`src/rtl/memory_module.sv`:
```
// RAM and memory address register driven by the MAI/MI/MO control bits, plus a
// valid/ready byte-stream program loader that fills RAM while halting the CPU.
module memory_module #(
  parameter int ADDR_WIDTH = 8,
  parameter int DATA_WIDTH = 8,
  parameter int DEPTH      = 256  // must equal 2**ADDR_WIDTH
) (
  input  logic                  clk,
  input  logic                  rst,
  input  logic                  mai,
  input  logic                  mi,
  input  logic                  mo,
  input  logic [DATA_WIDTH-1:0] bus_in,
  output logic [DATA_WIDTH-1:0] bus_out,
  output logic                  bus_oe,
  input  logic                  prog_start,
  input  logic [ADDR_WIDTH-1:0] prog_base,
  input  logic                  prog_valid,
  input  logic [DATA_WIDTH-1:0] prog_data,
  input  logic                  prog_last,
  output logic                  prog_ready,
  output logic                  halt,
  output logic                  prog_done,
  output logic [ADDR_WIDTH:0]   load_count
);

  typedef enum logic [1:0] {
    S_IDLE,
    S_LOAD,
    S_DONE
  } state_t;

  localparam logic [ADDR_WIDTH:0] LOAD_MAX = (ADDR_WIDTH + 1)'(DEPTH);

  state_t                r_state;
  logic [ADDR_WIDTH-1:0] r_mar;
  logic [ADDR_WIDTH-1:0] r_ptr;
  logic [ADDR_WIDTH:0]   r_load_count;
  logic                  r_halt;
  logic                  r_prog_ready;
  logic                  r_prog_done;
  logic [DATA_WIDTH-1:0] r_ram [DEPTH];

  logic                  w_idle;
  logic                  w_cpu_we;
  logic                  w_ld_accept;
  logic                  w_ram_we;
  logic [ADDR_WIDTH-1:0] w_wr_addr;
  logic [DATA_WIDTH-1:0] w_wr_data;

  assign w_idle      = (r_state == S_IDLE);
  assign w_cpu_we    = w_idle && mi;
  assign w_ld_accept = (r_state == S_LOAD) && prog_valid && r_prog_ready;
  assign w_ram_we    = w_cpu_we || w_ld_accept;

  // CPU and loader writes live in disjoint FSM states, so one write port suffices.
  always_comb begin
    w_wr_addr = r_mar;
    w_wr_data = bus_in;
    if (w_ld_accept) begin
      w_wr_addr = r_ptr;
      w_wr_data = prog_data;
    end
  end

  // RAM is deliberately not reset so program contents survive a reset.
  always_ff @(posedge clk) begin
    if (w_ram_we) begin
      r_ram[w_wr_addr] <= w_wr_data;
    end
  end

  always_ff @(posedge clk or negedge rst) begin
    if (!rst) begin
      r_state      <= S_IDLE;
      r_mar        <= '0;
      r_ptr        <= '0;
      r_load_count <= '0;
      r_halt       <= 1'b0;
      r_prog_ready <= 1'b0;
      r_prog_done  <= 1'b0;
    end else begin
      r_prog_done <= 1'b0;
      case (r_state)
        S_IDLE: begin
          if (mai) begin
            r_mar <= bus_in[ADDR_WIDTH-1:0];
          end
          if (prog_start) begin
            r_state      <= S_LOAD;
            r_ptr        <= prog_base;
            r_load_count <= '0;
            r_halt       <= 1'b1;
            r_prog_ready <= 1'b1;
          end
        end
        S_LOAD: begin
          if (w_ld_accept) begin
            r_ptr <= r_ptr + 1'b1;
            if (r_load_count != LOAD_MAX) begin
              r_load_count <= r_load_count + 1'b1;
            end
            if (prog_last) begin
              r_state      <= S_DONE;
              r_prog_ready <= 1'b0;
              r_prog_done  <= 1'b1;
            end
          end
        end
        S_DONE: begin
          r_state <= S_IDLE;
          r_halt  <= 1'b0;
        end
        default: begin
          r_state      <= S_IDLE;
          r_halt       <= 1'b0;
          r_prog_ready <= 1'b0;
        end
      endcase
    end
  end

  assign bus_out    = r_ram[r_mar];
  assign bus_oe     = mo && w_idle;
  assign halt       = r_halt;
  assign prog_ready = r_prog_ready;
  assign prog_done  = r_prog_done;
  assign load_count = r_load_count;

endmodule

```
`config.mk`:
```
export PLATFORM = sky130hd
export DESIGN_NAME = memory_module
export DESIGN_NICKNAME = d
export VERILOG_FILES = /design/src/rtl/memory_module.sv
export SDC_FILE = /design/constraint.sdc
export NUM_CORES = 2
export LEC_CHECK = 0
export CAP_MARGIN = 20
export CORE_MARGIN = 4
export CORE_UTILIZATION = 40
export DETAILED_ROUTE_END_ITERATION = 16
export GPL_TIMING_DRIVEN = 0
export PLACE_DENSITY = 0.59
export SKIP_CTS_REPAIR_TIMING = 1
export SLEW_MARGIN = 20
export SYNTH_ARGS = -nofsm -noshare
export SYNTH_HDL_FRONTEND = slang
export SYNTH_SLANG_ARGS = --single-unit
export TNS_END_PERCENT = 10
```
`constraint.sdc`:
```
create_clock -name clk -period 6 [get_ports clk]
set_input_delay 1.2 -clock clk [delete_from_list [all_inputs] [get_ports clk]]
set_output_delay 1.2 -clock clk [all_outputs]
set_load 0.005 [all_outputs]
```
# Yosys cells after proc, flatten, opt, wreduce, memory -nomap -nowiden

Memories as Yosys holds them, arrays and structs flattened.
Cells that the tools add are included.

Add/subtract/negate cells: 2
Equal/unequal tests: 7
Mux-type cells: 23
Bitwise operators: 2
Reductions and logical operators: 13

Operators with widths:

| operator              | number |
|---|---|
| $mux W8               | 4 |
| $mux W9               | 3 |
| $pmux W9 S2           | 1 |
| $pmux W8 S2           | 1 |
| $add A9 B1 Y9 const B | 1 |
| $ne A9 B9 Y1 const B  | 1 |
| $add A8 B1 Y8 const B | 1 |
| $mux W1               | 8 |
| $reduce_and A4 Y1     | 2 |
| $mux W2               | 3 |
| $ne A2 B2 Y1 const B  | 3 |
| $reduce_and A3 Y1     | 2 |
| $logic_and A1 B1 Y1   | 4 |
| $pmux W2 S2           | 1 |
| $reduce_and A2 Y1     | 2 |
| $pmux W1 S3           | 1 |
| $eq A2 B1 Y1 const B  | 1 |
| $eq A2 B2 Y1 const B  | 1 |
| $logic_not A2 Y1      | 1 |
| $ne A2 B1 Y1 const B  | 1 |
| $not A1 Y1            | 2 |
| $pmux W1 S2           | 1 |
| $reduce_bool A2 Y1    | 1 |
| $logic_or A1 B1 Y1    | 1 |

Bits in registers: 30
Memory bits (writable): 2,048
Bits of input ports: 32
Output and inout bits: 21
Word-level logic and storage cells: 55
Memories kept: 1

Memory list:

| memory | words | bits a word | read ports | clocked after Yosys merged registers in | wr ports | line | text |
|---|---|---|---|---|---|---|---|
| r_ram  | 256   | 8           | 1          | 0                                       | 1        | 42   | `logic [DATA_WIDTH-1:0] r_ram [DEPTH];` |

# Depth between registers and ports, before layout

Depth in word-level cells: 6
Gate-level depth with buffers: 13
Mapped depth without buffers: 9

# Worst setup path before layout

No wires, ideal clock.

Path type: input to register
From: input prog_valid
To: memory r_ram[0][0], data pin
Setup time: 0.823 ns
Arrival time: 5.200 ns
Data required time: 5.177 ns
Setup slack: -0.023 ns
Cell stages on the path: 6
Path buffers: 3
Cells stage by stage: and4b_1 > clkbuf_1 > clkbuf_1 > buf_1 > nand2_1 > nand2_1

Word-level cells in the longest chain between the ends: 3

RTL lines:

| element                           | line | text |
|---|---|---|
| start: declaration                | 18   | `input logic prog_valid,` |
| $logic_and A1 B1 Y1 (2 in series) | 53   | `assign w_ld_accept = (r_state == S_LOAD) && prog_valid && r_prog_ready;` |
| $mux W8                           | 60   | `if (w_ld_accept) begin` |
| net w_wr_data[0]                  | 49   | `logic [DATA_WIDTH-1:0] w_wr_data;` |
| end: declaration                  | 42   |  |

The timed path passes the listed nets, and every way through them passes these cells.

# Worst setup path in the final report

From: register r_mar[2]
To: output bus_out[6]

Word-level cells in the longest chain between the ends: 1

RTL lines:

| element                  | line | text |
|---|---|---|
| start: declaration       | 36   | `logic [ADDR_WIDTH-1:0] r_mar;` |
| start signal: assignment | 87   | `r_mar <= bus_in[ADDR_WIDTH-1:0];` |
| $mem_v2 Z256 W8          | n/a  |  |
| end: declaration         | 14   | `output logic [DATA_WIDTH-1:0] bus_out,` |

Every way passes these cells.

==> results.md <==
- Crit-path cells: buf_6 > inv_4 > buf_2 > clkbuf_4 > nand2_1 > a311oi_4 > nor4_1 > buf_2 > nor4_4 > clkdlybuf4s50_1
- Slowest CP cell: buf_2
- Setup WS post-layout: -0.271 ns
- Initial antenna violation count: 19
- Mapped Area: 82100 sq um
- Setup total negative slack: -1.50 ns
- Fin area: 95800 sq um
- Die ar.: roughly 210000 sq um
- PD cells: between 300 and 400 nW/um^2
- Number of synthesized register bits: 2078
- Syn. warnings: 0
- Die Span Y: 461 um
- Post-layout util: 0.472
- Switch Pwr: 6020 uW
- FF+latch area: 62200 sq um
- Syn nets: 4253
- Vias in the first global route: 45337
- Via density: around 6.6
- Detailed placement HPWL: 218000 um
- Final number of setup-violating endpoints: 7
- Ys async rst share: 0.0144
- CTS clk-pin slew, worst paths: around 0.070 ns
- Final nets: 4575
- GR Util All Layers: 0.312
- Worst Setup End Kind: primary output
- Netlist cell types: 69
- CP max stage delay: 0.64 ns
- Max Freq: about 160 MHz
- Cell count after synthesis: 4218
- CP most frequent cell: buf_2
- Failing checks: setup timing
- I/O Buffers: 52
- Predominant post-synthesis flop cell: edfxtp_1
- Remaining DRCs: 0
- Critical Path Source: r_mar[2]
- Ports: 53
- CP Max Fanout: 10
- Clk_lat worst skew: 0.89 ns
- Crit start category: flip-flop
- DP Area: 86900 sq um
- Multi-input combinational cell area: 19200 sq um
- Synth area leaders: edfxtp_1 75%, mux4_2 9.8%, mux2i_1 3.7%
- RSZ-0062 raised after global routing: true
- Switching fraction of total power: 0.206
- Final Hold Viols: 0
- CTS Buf Count: approximately 210
- WP buf/inv: 6
- Outcome: complete, but fails checks
- Crit path DAT: 5.07 ns
- H-tree depth: 4
- Worst slew pin tran: 1.30 ns
- Layout cells sized above 1: 0.232
- CTS tree: built
- Die W: 461 um
- FP Rows: 165
- Share of power burned in registers: 0.545
- Syn-to-layout area delta: 16.8%
- HP Class: in2async
- Initial DRT Pass Iterations: 8
- Max clock buf depth: 3
- Clock Skews: about 0.038 ns
- Most common library cells after synthesis: 2048 x edfxtp_1, 358 x mux4_2, 325 x nor2_1, 302 x mux2i_1, 187 x nand2_1
- Worst VDD drop: between 0.0002 and 0.0003 V
- Reg2reg start: r_mar[1]
- CP Data Required Time: 4.80 ns
- Avg WL per Cell: 45.2 um
- Synth top area share: 0.750
- Largest net degree at the start of global routing: 133
- Initial Utilization: 0.404
- Post-Route M1 WL: 117000 um
- Most common cell in the netlist: edfxtp_1
- Slew HR: 0.129
- Clk sinks: 2078
- Internal: 23200 uW
- Fin. max-slew vios: 0
- Crit path max-delay family: buffers and inverters
- Congestion Overflow GR: 0
- DRT iter0 DRCs: 9208
- Leak: 0.0288 uW
- Final period util: 1.05
- Post-route ant nets: 0
- Comb pwr share: 0.011
- Fillcell total: between 15000 and 20000
- Met2 WL: around 140000 um
- Post-synth EDFFs: between 2000 and 2500
- WL final: 334000 um
- First-pass GRT wire length: 434000 um
- Top routing layer used: met5
- Post-layout minimum cycle time: 6.27 ns
- Core Area: 203000 sq um
- Setup CP Type: reg2out
- Clk pwr share: 0.444
- Seq/Total Area, Yosys: 0.759
- Largest area contributor in the netlist: edfxtp_1
- Root buffer cell: clkbuf_16
- DP Worst Slack: -1.12 ns
- Via Count: 49109
- Routed wl met3: 51200 um
- Syn avg cell area: 19.5 sq um
- Max-cap viol count: 0
- Final Wtd Congestion: 1.01
==> kinds of logic (layout without fill, tap and decap cells) <==
kind of cell	Yosys count	in the layout	synth area share
DFF	2078	2078	0.759
AOI/OAI and AO/OA	443	443	0.0360
and+or+nand+nor	728	728	0.0391
xor gates and xnor gates	7	7	0.000747
buffers and inverters	262	750	0.0210
adders and majority gates	3	3	0.000458
other	0	22	0
muxes	697	697	0.144
==> final timing paths <==
kind / to / slack [ns] / cells after the start
max: bus_out[6] / -0.27 / 10
min in group clk: prog_ready / 0.55 / 1
min: load_count[1] / 0.22 / 1
min reg2reg: prog_ready / 0.55 / 1
max reg2reg: r_ram[223][2] / 0.48 / 10
max in group asynchronous: r_mar[6] / 5.35 / 2
==> registers in the layout (all words and copies together) (netlist names) <==
name        flops
r_ptr           8
prog_ready      1
r_mar           8
r_ram        2048
prog_done       1
load_count      9
r_state         2
halt            1
==> power by group through the flow <==
stage          clock network [uW]  registers, uW  logic [uW]
5_1_grt                     13600          15900         335
3_3_place_gp                    0          16300         252
3_5_place_dp                    0          16200         316
2_1_floorplan                   0          16300         109
4_1_cts                     12900          15900         316
6_report                    13000          15900         326
==> area by class of cell <==
| class | instances | area share |
|---|---|---|
| inverters | 7 | 0.000300 |
| clock buffers | 247 | 0.0563 |
| diodes | 22 | 0.000575 |
| plain buffers | 253 | 0.0294 |
| repair buffers | 117 | 0.0163 |
| flip-flops and latches | 2078 | 0.650 |
| clock inverters | 126 | 0.0128 |
| well taps | 2672 | 0.0349 |
| multi-input cells | 1878 | 0.200 |
==> through the flow <==
| stage | hold slack, ns | power (uW) | cells |
|---|---|---|---|
| after floorplan | 0.517 | 16400 | 4218 |
| after global placement | 0.524 | 16600 | 6942 |
| after detailed placement | 0.533 | 16600 | 6974 |
| after CTS | 0.194 | 29200 | 7347 |
| after global routing | 0.231 | 29800 | 7381 |
| final | 0.220 | 29300 | 7400 |
==> layout by cell type (no fill, tap or decap), types with 22 or more instances in the layout <==
cell | Yosys | final
diode_2 | 0 | 22
nand3_1 | 60 | 59
buf_16 | 0 | 39
mux4_2 | 358 | 358
buf_4 | 23 | 46
mux2i_1 | 302 | 287
buf_8 | 18 | 30
a22oi_1 | 34 | 34
o221ai_1 | 64 | 49
a21oi_1 | 89 | 84
buf_12 | 3 | 46
clkbuf_1 | 85 | 67
clkinv_2 | 0 | 36
nor2_1 | 325 | 310
o21ai_0 | 63 | 54
clkbuf_2 | 1 | 32
clkbuf_16 | 0 | 210
o22ai_1 | 84 | 71
nand2_1 | 187 | 174
buf_2 | 72 | 27
nor2b_1 | 23 | 23
dfrtp_1 | 30 | 30
clkinv_1 | 0 | 50
clkdlybuf4s50_1 | 0 | 50
buf_6 | 40 | 44
edfxtp_1 | 2048 | 2048
==> per-layer routing <==
layer,global-route usage,vias up
li1,-,17987
met1,0.407,25701
met2,0.439,4504
met3,0.124,911
met4,0.188,6
met5,0.00161,-
==> worst register-to-register path: stages, from the launching register on <==
cell and delay [ns]:
dfrtp_1 0.45, buf_4 0.27, buf_4 0.31, buf_6 0.33
buf_8 0.36, buf_12 0.35, nand3_1 0.13, o21ai_1 0.65
nand3_1 0.70, buf_2 0.63, nor2_1 0.95
Note: power is estimated with default switching activity, not from simulation.
